--- src/rtl/tile_pixel_shifter.sv ---
// Multi-plane tile-row pixel shifter with a staging buffer, bubble-free reload,
// fine-scroll discard and sticky underflow. Define TILE_SHIFTER_HFLIP_EN to honour hflip.
module tile_pixel_shifter #(
  parameter int WIDTH  = 8,
  parameter int PLANES = 2,
  parameter int CNTW   = $clog2(WIDTH + 1)
) (
  input  logic              clkpipe,
  input  logic              nreset,
  input  logic [WIDTH-1:0]  md,
  input  logic [PLANES-1:0] plane_we,
  input  logic              hflip,
  input  logic              stage_commit,
  input  logic              start,
  input  logic [CNTW-1:0]   fine_x,
  input  logic              shift_en,
  output logic [PLANES-1:0] pix,
  output logic              pix_valid,
  output logic              stg_full,
  output logic              underflow
);

  logic [WIDTH-1:0] stg [PLANES];
  logic [WIDTH-1:0] sh  [PLANES];
  logic             stg_flip;
  logic             stg_full_q;
  logic [CNTW-1:0]  cnt;
  logic [CNTW-1:0]  disc;
  logic             underflow_q;

  function automatic logic [WIDTH-1:0] bit_reverse(input logic [WIDTH-1:0] v);
    logic [WIDTH-1:0] r;
    r = '0;
    for (int i = 0; i < WIDTH; i++) r[i] = v[WIDTH-1-i];
    return r;
  endfunction

  // Reload on the edge that would consume the last old pixel, so rows abut.
  logic reload;
  logic shifting;
  logic stage_open;
  assign reload     = stg_full_q && ((cnt == '0) || ((cnt == CNTW'(1)) && shift_en));
  assign shifting   = shift_en && (cnt != '0);
  assign stage_open = !stg_full_q || reload;

`ifndef TILE_SHIFTER_HFLIP_EN
  logic unused_hflip;
  assign unused_hflip = hflip;
  assign stg_flip     = 1'b0;
`endif

  always_ff @(posedge clkpipe or negedge nreset) begin
    if (!nreset) begin
      for (int p = 0; p < PLANES; p++) begin
        stg[p] <= '0;
        sh[p]  <= '0;
      end
`ifdef TILE_SHIFTER_HFLIP_EN
      stg_flip <= 1'b0;
`endif
      stg_full_q  <= 1'b0;
      cnt         <= '0;
      disc        <= '0;
      underflow_q <= 1'b0;
    end else if (start) begin
      for (int p = 0; p < PLANES; p++) sh[p] <= '0;
      cnt         <= '0;
      stg_full_q  <= 1'b0;
      underflow_q <= 1'b0;
      disc        <= fine_x;
    end else begin
      if (reload) begin
        for (int p = 0; p < PLANES; p++)
          sh[p] <= stg_flip ? bit_reverse(stg[p]) : stg[p];
        cnt        <= CNTW'(WIDTH);
        stg_full_q <= 1'b0;
      end else if (shifting) begin
        for (int p = 0; p < PLANES; p++)
          sh[p] <= {sh[p][WIDTH-2:0], 1'b0};
        cnt <= cnt - CNTW'(1);
      end else if (shift_en) begin
        underflow_q <= 1'b1;
      end

      if (shifting && (disc != '0)) disc <= disc - CNTW'(1);

      // A commit on the consuming edge lands after the reload took the old row.
      if (stage_open) begin
        for (int p = 0; p < PLANES; p++)
          if (plane_we[p]) stg[p] <= md;
        if (stage_commit) begin
          stg_full_q <= 1'b1;
`ifdef TILE_SHIFTER_HFLIP_EN
          stg_flip   <= hflip;
`endif
        end
      end
    end
  end

  for (genvar p = 0; p < PLANES; p++) begin : g_pix
    assign pix[p] = sh[p][WIDTH-1];
  end

  assign pix_valid = (cnt != '0) && (disc == '0);
  assign stg_full  = stg_full_q;
  assign underflow = underflow_q;

endmodule

--- config.mk ---
export PLATFORM = sky130hd
export DESIGN_NAME = tile_pixel_shifter
export DESIGN_NICKNAME = d
export VERILOG_FILES = /design/src/rtl/tile_pixel_shifter.sv
export SDC_FILE = /design/constraint.sdc
export NUM_CORES = 1
export LEC_CHECK = 0
export ABC_AREA = 1
export ABC_CLOCK_PERIOD_IN_PS = 1800
export CAP_MARGIN = 20
export CORE_UTILIZATION = 35
export CTS_CLUSTER_DIAMETER = 30
export DETAILED_ROUTE_END_ITERATION = 16
export PLACE_DENSITY = 0.53
export SLEW_MARGIN = 10
export SYNTH_ARGS = -nofsm -noshare
export SYNTH_HDL_FRONTEND = slang
export SYNTH_SLANG_ARGS = --single-unit
--- constraint.sdc ---
create_clock -name clkpipe -period 1.8 [get_ports clkpipe]
set_clock_uncertainty 0.2 [all_clocks]
set_input_delay 0.18 -clock clkpipe [delete_from_list [all_inputs] [get_ports clkpipe]]
set_output_delay 0.18 -clock clkpipe [all_outputs]
set_load 0.05 [all_outputs]
Word-level counts from Yosys, hierarchy flattened
Index checks and enable logic that the tools add are counted.
{ "totals": {"register_bits": 42, "inputBits": 20, "output_inout_bits": 5, "elab_cells": 48} }
{ "op_classes": {"n_addsub": 2, "eq_ne": 3, "mux": 16, "n_bitwise": 1, "n_reduce_logical": 18} }
{ "op_table": {"columns": ["operator", "count"], "rows": [
  ["two-way mux 16 bit", 3],
  ["two-way mux 4 bit", 5],
  ["AND reduction 3 bit", 3],
  ["logical NOT 4 bit", 2],
  ["two-way mux 1 bit", 8],
  ["nonzero test 4 bit", 2],
  ["subtractor 4 x 1 -> 4 bit, second input constant", 2],
  ["logical AND 1 bit", 5],
  ["== test 4 x 1 -> 1 bit, second input constant", 1],
  ["!= test 2 bit, second input constant", 2],
  ["nonzero test 2 bit", 2],
  ["nonzero test 3 bit", 1],
  ["logical OR 1 bit", 2],
  ["logical NOT 1 bit", 1],
  ["NOT 1 bit", 1]
]} }

Logic depth before layout (Yosys ltp)
Gate-level depths: netlist of the first run.
{ "logic_depth": {"depth_word": 8, "ltp_mapped": 11, "ltp_nobuf": 9} }

Least setup slack after synthesis of the first run
OpenSTA, ideal clock, no wires.
{ "synth_path": {"kind": "flip-flop to flip-flop", "startpoint": "register stg_full_q, in the netlist stg_full", "endpoint": "register sh[2] (netlist bit)", "setup_time_ns": 0.118, "arrival_ns": 1.500, "required_ns": 1.482, "path_slack_ns": -0.018, "path_stages_with_launch": 9, "n_path_buf": 3, "synth_period_minus_slack_ns": 1.818, "path_cell_list": "dfrtp_1 -> clkbuf_1 -> nand3_4 -> buf_6 -> buf_6 -> nand2_1 -> nand2_1 -> nand3_1 -> nand2_1"} }
{ "synth_via": {"elab_chain_cells": 3, "word_cells_on_any_way": 4, "cone_classes": "mux: 2; reduce/logical: 2"} }
{ "synth_lines": {"columns": ["item", "line_no", "source"], "rows": [
  ["from (decl)", "26", "logic stg_full_q;"],
  ["from (signal assigned)", "61", "stg_full_q <= 1'b0;"],
  ["from (signal assigned)", "68", "stg_full_q <= 1'b0;"],
  ["from (signal assigned)", "76", "stg_full_q <= 1'b0;"],
  ["logical AND 1 bit (*)", "42", "assign reload = stg_full_q && ((cnt == '0) || ((cnt == CNTW'(1)) && shift_en));"],
  ["two-way mux 16 bit", "72", "if (reload) begin"],
  ["two-way mux 16 bit", "65", "end else if (start) begin"],
  ["to (signal, indexed assignment)", "74", "sh[p] <= stg_flip ? bit_reverse(stg[p]) : stg[p];"],
  ["to (signal, indexed assignment)", "79", "sh[p] <= {sh[p][WIDTH-2:0], 1'b0};"],
  ["to (decl)", "24", "logic [WIDTH-1:0] sh [PLANES];"]
]} }
Mark *: on every way between the ends. The rest lies on a longest branch, timed or not.
A chain may end at the register's enable or synchronous reset.

Final worst setup path of the first run
{ "layout_path": {"startpoint": "register cnt[0]", "endpoint": "output port pix_valid"} }
{ "layout_via": {"elab_chain_cells": 2} }
{ "layout_lines": {"columns": ["item", "line_no", "source"], "rows": [
  ["from (decl)", "27", "logic [CNTW-1:0] cnt;"],
  ["from (signal assigned)", "75", "cnt <= CNTW'(WIDTH);"],
  ["from (signal assigned)", "80", "cnt <= cnt - CNTW'(1);"],
  ["nonzero test 4 bit", "105", "assign pix_valid = (cnt != '0) && (disc == '0);"],
  ["logical AND 1 bit", "105", null],
  ["to (decl)", "18", "output logic pix_valid,"]
]} }
No other way between the ends.

==> results.yml, run 1 <==
route:
  vias: 1829
  final_antenna_net_count: 0
  via_per_inst: 4.877
  drt-total-wl_mm: 5.021
  dr.pass1.iters: 4
  drt_first_iter_violations: 102
  post_drt_wl_per_cell_um: 13.39
  drc: 0
final_layout:
  final_common_cell: "nand2_1"
  final_util_pct: 45.62
  area_growth_pct: 22.98
  drive_above_1_share_pct: 20.00
  final_cell_mix: "nand2_1, dfrtp_1, nand3_1, inv_1"
  instances_no_fill: 375
  fin_nets: 324
  n_antenna_cell: 0
  fillCellCount: 619
  register_area_mm2: 0.001052
  final_area_mm2: 0.002765
  multi_input_area_mm2: 0.001075
critical_path:
  slowest_delay_ns: 0.37
  path_max_fanout: 3
  critPathCaptureType: "output pin"
  cp_data_arrival_time_ns: 1.35
  timing.rr.end: "stg[13]$_DFFE_PN0P_"
  worstSetupStartpointType: "register"
  crit_type: "register to output pin"
  rr_worst_depth: 9
  crit_chain: "inv_1 > ha_4 > nand2_4 > inv_1 > nor2_2 > buf_12"
  reg2reg_slack_ns: 0.11
  crit_path_frequent_cell: "inv_1"
  rr_startpoint: "cnt[0]$_DFFE_PN0P_"
  path_delay_family: "flip-flops"
  cp.required_ns: 1.42
  path_buf_inv: 3
  cp_slowest_cell: "dfrtp_1"
placement:
  dpl.hpwl_mm: 3.235
  place_inst: 363
  io_buffers: 23
  gp_congestion: 0.7470
  placed_area_mm2: 0.002571
  place_ws_ns: -0.01894
global_routing:
  grt_pass1_wl_mm: 8.280
  track_usage_pct: 16.40
  grt-ovfl-total: 0
  grt_pass1_vias: 1725
  grt_max_degree: 43
  grt_antenna_before_repair: 0
sta:
  worst_pin_slew_ns: 0.3732
  slew_violations: 0
  setup-violations-final: 0
  rsz0062_at_grt: "no"
  finalCritPeriodShare_pct: 96.38
  fmax_mhz: 576.4
  post-route-min-period_ns: 1.735
  fin_ws_ns: 0.06524
  finalHoldViolations: 0
  slew_headroom_pct: 75.12
logic_synthesis:
  ys_seq_area_share_pct: 46.74
  syn-mean-instance-area_um2: 8.358
  syn_inst: 269
  ys_ff_latch: 42
  ys_types: 24
  syn_nets: 294
  syn_area_mm2: 0.002248
  synth_warnings: 0
pwr:
  switching_share_pct: 42.68
  p_leak_uw: 0.001403
  p_switching_uw: 1779
  peakVddDrop_uv: 579.2
  pwr-share-clk_pct: 18.2
  seq_power_share_pct: 35.2
  power_frac_comb_pct: 46.7
  powerDensity_mw_per_mm2: 1508
  internal_power_uw: 2390
die:
  die_h_um: 82.15
  initial_utilization_pct: 37.10
  ios: 25
  rows: 28
  die_w_um: 82.15
  die_area_mm2: 0.006749
  fp.coreArea_mm2: 0.006061
clock_network:
  clkTransAtPathRegs_ns: 0.08
  clock-sinks: 42
  ctsLongestPathBuffers: 2
  insertion_delay_ns: 0.30
  h-tree-depth: 2
  cts_tree: "yes"
  cts_root_buffer: "clkbuf_8"
  cts-buffers-inserted: 5
hold_path:
  hold_class: "primary input to async pin"
flow_run:
  maxCapViolations: 0
run_status:
  status: "complete, no violations"
-- worst register-to-register path: stages, from the launching register on --
cell	delay, ns
dfrtp_1	0.40
inv_1	0.12
ha_4	0.16
inv_1	0.06
nand2_4	0.09
nand2_1	0.08
nand2_4	0.15
nand3_4	0.16
nand2_1	0.11
o21ai_2	0.05
-- area by class of cell --
class / instances / share of cell area [%]
inverter: 22 / 3.167
tap: 75 / 3.394
multi-input combinational: 193 / 38.87
timing repair buffer: 35 / 12.53
clock inverter: 2 / 1.357
clock buffer: 6 / 2.624
sequential: 42 / 38.05
-- Yosys cell counts, drive strengths merged --
cell type / instances / area [um2]
a21oi: 4 / 20.02
buf: 14 / 103.8
clkbuf: 1 / 3.750
dfrtp: 42 / 1051
ha: 5 / 62.56
inv: 22 / 85.08
nand2: 105 / 421.7
nand3: 28 / 190.2
nand3b: 1 / 7.510
nand4: 17 / 106.4
nor2: 7 / 33.78
o21ai: 21 / 150.1
or2: 2 / 12.51
-- layer usage --
layer  up-vias  GRT usage (%)  share of wire (%)
met5         -              0                  0
met1       857          23.94                 52
li1        935              -                  -
met3         9          3.626                2.3
met2        28          23.06                 44
met4         0          7.018                2.0
-- registers in the layout, indices dropped and copies added, names as in the netlist --
| signal | cells |
|---|---|
| stg | 16 |
| disc | 4 |
| stg_full | 1 |
| underflow | 1 |
| sh | 14 |
| pix | 2 |
| cnt | 4 |
-- cells by family after synthesis --
group / count (synthesis) / share of synthesized area [%]
simple gates: 160 / 34.33
flops: 42 / 46.74
buf+inv: 37 / 8.569
compound gates: 25 / 7.568
fa+ha+maj: 5 / 2.782
-- what timing repair did --
action / CTS / global route
buffers inserted: 0 / 0
setup endpoints to repair: 8 / 34
hold buffers: 1 / 0
resized for setup: 2 / 9
pin swaps: 0 / 3
cloned: 0 / 3
endpoints found under the hold margin: 42 / 0
-- power groups by stage --
stage / clock network (uW) / registers (uW) / logic [uW]
after floorplan: 0 / 1440 / 1420
after global routing: 815 / 1510 / 2220
after CTS: 773 / 1460 / 1850
final: 757 / 1470 / 1940
after global placement: 0 / 1470 / 1820
after detailed placement: 0 / 1480 / 1840
-- worst max path at each step --
stage               cells past startpoint          startpoint             endpoint  slack, ns
finish                                  6  cnt[0]$_DFFE_PN0P_            pix_valid       0.07
global route                            6  cnt[0]$_DFFE_PN0P_            pix_valid      0.003
CTS                                     9  cnt[1]$_DFFE_PN0P_  stg[13]$_DFFE_PN0P_     -0.004
detailed placement                      9  cnt[1]$_DFFE_PN0P_  stg[12]$_DFFE_PN0P_      -0.02
global placement                        9  cnt[1]$_DFFE_PN0P_   stg[9]$_DFFE_PN0P_      0.009
floorplan                              10  cnt[0]$_DFFE_PN0P_  stg[15]$_DFFE_PN0P_       0.04
-- stage by stage --
stage	hold slack, ns	power (uW)	TNS [ns]
final	0.1841	4169	0
after global routing	0.2113	4542	0
after CTS	0.1870	4086	-0.006210
after detailed placement	-0.01957	3313	-0.01894
after global placement	-0.02471	3285	0
after floorplan	-0.3156	2867	0
No activity file was read; power rests on OpenSTA's default activity.
==> run 2: changes to the inputs <==
--- a/config.mk
+++ b/config.mk
@@ -6,12 +6,12 @@
 export NUM_CORES = 1
 export LEC_CHECK = 0
 export ABC_AREA = 1
-export ABC_CLOCK_PERIOD_IN_PS = 1800
+export ABC_CLOCK_PERIOD_IN_PS = 2100
 export CAP_MARGIN = 20
 export CORE_UTILIZATION = 35
 export CTS_CLUSTER_DIAMETER = 30
 export DETAILED_ROUTE_END_ITERATION = 16
-export PLACE_DENSITY = 0.53
+export PLACE_DENSITY = 0.51
 export SLEW_MARGIN = 10
 export SYNTH_ARGS = -nofsm -noshare
 export SYNTH_HDL_FRONTEND = slang
==> constraint.sdc (replaced) <==
create_clock -name clkpipe -period 2.1 [get_ports clkpipe]
set_clock_uncertainty 0.2 [all_clocks]
set_input_delay 0.21 -clock clkpipe [delete_from_list [all_inputs] [get_ports clkpipe]]
set_output_delay 0.21 -clock clkpipe [all_outputs]
set_load 0.05 [all_outputs]
==> results.yml, run 2 (same netlist as run 1, synthesis figures left out) <==
global_routing:
  grt_antenna_before_repair: 0
  grt_max_degree: 43
  grt-ovfl-total: 0
  grt_pass1_wl_mm: 8.217
  track_usage_pct: 16.51
  grt_pass1_vias: 1681
route:
  drc: 0
  vias: 1744
  final_antenna_net_count: 0
  drt-total-wl_mm: 4.595
  via_per_inst: 4.714
  post_drt_wl_per_cell_um: 12.42
  dr.pass1.iters: 4
  drt_first_iter_violations: 117
sta:
  slew_violations: 0
  slew_headroom_pct: 63.73
  fmax_mhz: 534.5
  rsz0062_at_grt: "no"
  finalHoldViolations: 0
  worst_pin_slew_ns: 0.5440
  fin_setup_tns_ns: 0
  setup-violations-final: 0
  fin_ws_ns: 0.2290
  finalCritPeriodShare_pct: 89.09
  post-route-min-period_ns: 1.871
final_layout:
  final_common_cell: "nand2_1"
  area_growth_pct: 17.03
  regMostFlops: "stg"
  n_antenna_cell: 0
  reg_top3: "stg (16), sh (14)"
  fin_nets: 319
  fillCellCount: 644
  final_cell_mix: "nand2_1, dfrtp_1, nand3_1, inv_1, clkdlybuf4s50_1"
  largest_reg_flops: 16
  instances_no_fill: 370
  drive_above_1_share_pct: 15.25
critical_path:
  crit_type: "register to output pin"
  rr_startpoint: "cnt[1]$_DFFE_PN0P_"
  endpoint: "pix[1]"
  critPathCaptureType: "output pin"
  timing.rr.end: "stg[14]$_DFFE_PN0P_"
  cp_slowest_cell: "clkdlybuf4s50_1"
  crit_chain: "clkdlybuf4s50_1"
  critical_path_depth: 1
  path_buf_inv: 1
  slowest_delay_ns: 0.81
  cp_data_arrival_time_ns: 1.46
  path_max_fanout: 2
  path_delay_family: "buffers and inverters"
  cp.required_ns: 1.69
  rr_worst_depth: 9
  reg2reg_slack_ns: 0.25
  worstSetupStartpoint: "pix[1]$_DFFE_PN0P_"
  worstSetupStartpointType: "register"
die:
  initial_utilization_pct: 37.10
  die_h_um: 82.15
  rows: 28
  fp.coreArea_mm2: 0.006061
  die_w_um: 82.15
  ios: 25
  die_area_mm2: 0.006749
clock_network:
  insertion_delay_ns: 0.29
  clock-sinks: 42
  cts-buffers-inserted: 5
  clkTransAtPathRegs_ns: 0.09
  ctsLongestPathBuffers: 2
  cts_hold_buf: 1
  h-tree-depth: 2
  post_cts_resized: 0
  cts_root_buffer: "clkbuf_8"
  cts_setup_buffers: 0
  cts_tree: "yes"
pwr:
  p_leak_uw: 0.001354
  pwr-share-clk_pct: 16.1
  power_frac_comb_pct: 46.6
  seq_power_share_pct: 37.3
  p_switching_uw: 1442
  peakVddDrop_uv: 501.6
  switching_share_pct: 43.63
  powerDensity_mw_per_mm2: 1256
  internal_power_uw: 1863
placement:
  dpl.hpwl_mm: 3.149
  gp_congestion: 0.7321
  place_inst: 361
  io_buffers: 23
  place_ws_ns: 0.2409
flow_run:
  maxCapViolations: 0
hold_path:
  hold_class: "primary input to register"
  holdCritStartpoint: "stage_commit"
run_status:
  status: "complete, no violations"
==> run 2: power groups by stage <==
stage / logic (uW) / clock network [uW] / registers, uW
after CTS: 1570 / 554 / 1240
after global routing: 1770 / 593 / 1270
after global placement: 1540 / 0 / 1240
final: 1540 / 531 / 1230
after floorplan: 1210 / 0 / 1240
after detailed placement: 1560 / 0 / 1250
==> run 2: worst min-delay path by stage <==
stage               slack [ns]                   to  depth (start not counted)
global placement          0.13  disc[0]$_DFFE_PN0P_                          2
detailed placement        0.13  disc[0]$_DFFE_PN0P_                          2
finish                    0.27   stg_full$_DFF_PN0_                          3
global route              0.28   stg[8]$_DFFE_PN0P_                          3
floorplan                -0.29   cnt[0]$_DFFE_PN0P_                          0
CTS                       0.27   stg_full$_DFF_PN0_                          3
==> run 2: final cells by class <==
cell class | instances | area [um2] | area share (%)
multi-input combinational | 190 | 1005 | 38.18
clock buffer | 6 | 72.57 | 2.758
timing repair buffer | 33 | 310.3 | 11.79
inverter | 22 | 85.08 | 3.233
tap | 75 | 93.84 | 3.566
clock inverter | 2 | 13.76 | 0.5231
sequential | 42 | 1051 | 39.94
==> run 2: worst reg2reg max path, cell delays in order, from the launching register on <==
cell and delay, ns:
dfrtp_1 0.38, inv_1 0.14, ha_1 0.24, inv_1 0.09, nand2_4 0.09, nand2_1 0.06, nand2_2 0.13, nand3_4 0.22
nand2_1 0.15, o21ai_2 0.05
==> run 2: metrics by stage <==
stage	hold WS (ns)	total power, uW	cell area (um2)	util [%]
4_1_cts	0.2656	3355	2631	43.41
3_5_place_dp	0.1285	2805	2535	41.82
2_1_floorplan	-0.2856	2450	2248	-
6_report	0.2685	3305	2631	43.41
5_1_grt	0.2834	3636	2631	43.41
3_3_place_gp	0.1258	2783	2535	41.82
==> run 2: per-layer routing <==
metal	up-vias	track usage (%)	share of wire, %
li1	916	-	-
met1	807	24.02	53
met2	19	23.88	44
met3	2	3.956	2.2
met4	0	5.263	0.72
met5	-	0	0
==> run 3: changes to the inputs <==
--- a/config.mk
+++ b/config.mk
@@ -11,6 +11,7 @@
 export CORE_UTILIZATION = 35
 export CTS_CLUSTER_DIAMETER = 30
 export DETAILED_ROUTE_END_ITERATION = 16
+export HOLD_SLACK_MARGIN = 0.02
 export PLACE_DENSITY = 0.51
 export SLEW_MARGIN = 10
 export SYNTH_ARGS = -nofsm -noshare
==> constraint.sdc (replaced) <==
create_clock -name clkpipe -period 2.1 [get_ports clkpipe]
set_clock_uncertainty 0.2 [all_clocks]
set_input_delay 0.63 -clock clkpipe [delete_from_list [all_inputs] [get_ports clkpipe]]
set_output_delay 0.63 -clock clkpipe [all_outputs]
set_load 0.05 [all_outputs]
==> results.yml, run 3 (same netlist as run 1, synthesis figures left out) <==
run_status:
  status: "complete, no violations"
pwr:
  powerDensity_mw_per_mm2: 1304
  fin_total_pwr_uw: 3686
  peakVddDrop_uv: 504.5
  p_leak_uw: 0.001444
route:
  drt-total-wl_mm: 4.852
  vias: 1857
  drt_first_iter_violations: 105
  post_drt_wl_per_cell_um: 12.60
  final_antenna_net_count: 0
  via_per_inst: 4.823
  dr.pass1.iters: 4
  drc: 0
global_routing:
  grt_max_degree: 28
  grt_pass1_vias: 1811
  grt_pass1_wl_mm: 8.776
  grt-ovfl-total: 0
  track_usage_pct: 17.29
  grt_antenna_before_repair: 0
critical_path:
  rr_startpoint: "cnt[1]$_DFFE_PN0P_"
  reg2reg_slack_ns: 0.20
  cp.required_ns: 1.27
  timing.rr.end: "sh[5]$_DFFE_PN0P_"
  rr_worst_depth: 11
  cp_data_arrival_time_ns: 1.24
  worstSetupStartpointType: "register"
  crit_type: "register to output pin"
  critPathCaptureType: "output pin"
  path_max_fanout: 2
placement:
  place_ws_ns: -0.1528
  io_buffers: 23
  place_inst: 370
  gp_congestion: 0.7558
  dpl.hpwl_mm: 3.371
clock_network:
  clkTransAtPathRegs_ns: 0.09
  cts-buffers-inserted: 5
  clock-sinks: 42
  ctsLongestPathBuffers: 2
  cts_root_buffer: "clkbuf_8"
  cts_hold_buf: 0
  insertion_delay_ns: 0.30
  h-tree-depth: 2
  cts_tree: "yes"
final_layout:
  final_util_pct: 46.66
  fin_nets: 334
  final_common_cell: "nand2_1"
  n_antenna_cell: 0
  instances_no_fill: 385
  reg_top3: "stg (16), sh (14)"
  drive_above_1_share_pct: 24.19
  regMostFlops: "stg"
  largest_reg_flops: 16
  final_cell_mix: "nand2_1, dfrtp_1, nand3_1, buf_4"
  area_growth_pct: 25.77
die:
  ios: 25
  fp.coreArea_mm2: 0.006061
  rows: 28
  initial_utilization_pct: 37.10
  die_h_um: 82.15
  die_area_mm2: 0.006749
  die_w_um: 82.15
flow_run:
  maxCapViolations: 0
sta:
  rsz0062_at_grt: "yes"
  slew_violations: 0
  slew_headroom_pct: 71.30
  fmax_mhz: 482.9
  fin_ws_ns: 0.02916
  setup-violations-final: 0
  finalHoldViolations: 0
  post-route-min-period_ns: 2.071
  worst_pin_slew_ns: 0.4306
  finalCritPeriodShare_pct: 98.61
hold_path:
  hold_class: "primary input to async pin"
run 3: area by class of cell:
type / count / area (um2)
Clock inverter: 3 / 25.02
Tap cell: 75 / 93.84
Fill cell: 614 / 3233
Inverter: 22 / 85.08
Multi-Input combinational cell: 190 / 1037
Timing Repair Buffer: 48 / 466.7
Sequential cell: 42 / 1051
Clock buffer: 5 / 68.82
run 3: power breakdown:
| group | total [uW] | switching (uW) | leakage [uW] | internal [uW] |
|---|---|---|---|---|
| Sequential | 1260 | 192 | 0.000547 | 1060 |
| Combinational | 1870 | 1060 | 0.000852 | 813 |
| Clock | 557 | 317 | 0.0000447 | 240 |
| Total | 3690 | 1570 | 0.00144 | 2120 |
run 3: worst max-delay path by stage:
stage	startpoint	end	slack [ns]	cells after the start
2_1_floorplan	cnt[0]$_DFFE_PN0P_	pix_valid	0.06	5
3_3_place_gp	shift_en	stg[12]$_DFFE_PN0P_	-0.10	8
3_5_place_dp	shift_en	stg[9]$_DFFE_PN0P_	-0.15	8
4_1_cts	cnt[1]$_DFFE_PN0P_	pix_valid	-0.008	6
5_1_grt	cnt[1]$_DFFE_PN0P_	pix_valid	-0.04	6
6_report	disc[0]$_DFFE_PN0P_	pix_valid	0.03	5
run 3: per-layer routing:
metal  GRT usage, %  part of all wire, %  up-vias
li1               -                    -      951
met1          25.77                   50      871
met2          25.12                   45       31
met3          3.626                  3.4        4
met4          4.737                 0.93        0
met5              0                    0        -
run 3: through the flow:
step	hold slack, ns	cell area [um2]	setup TNS, ns
floorplan	0.1344	2251	0
global placement	0.2616	2648	-2.499
detailed placement	0.2660	2648	-3.344
CTS	0.07076	2795	-0.008474
global route	0.07485	2828	-0.04303
finish	0.05393	2828	0
run 3: what timing repair did:
action,CTS,global route
gates resized for setup,8,4
setup buffers,5,2
gates cloned,0,0
setup endpoints to repair,1,1
pin swaps,3,2
endpoints found under the hold margin,0,0
run 3: worst max-delay path: stages (launching register included):
cell     delay, ns
dfrtp_1       0.39
inv_2         0.08
ha_4          0.13
nand2_2       0.06
nor2_2        0.12
buf_6         0.16
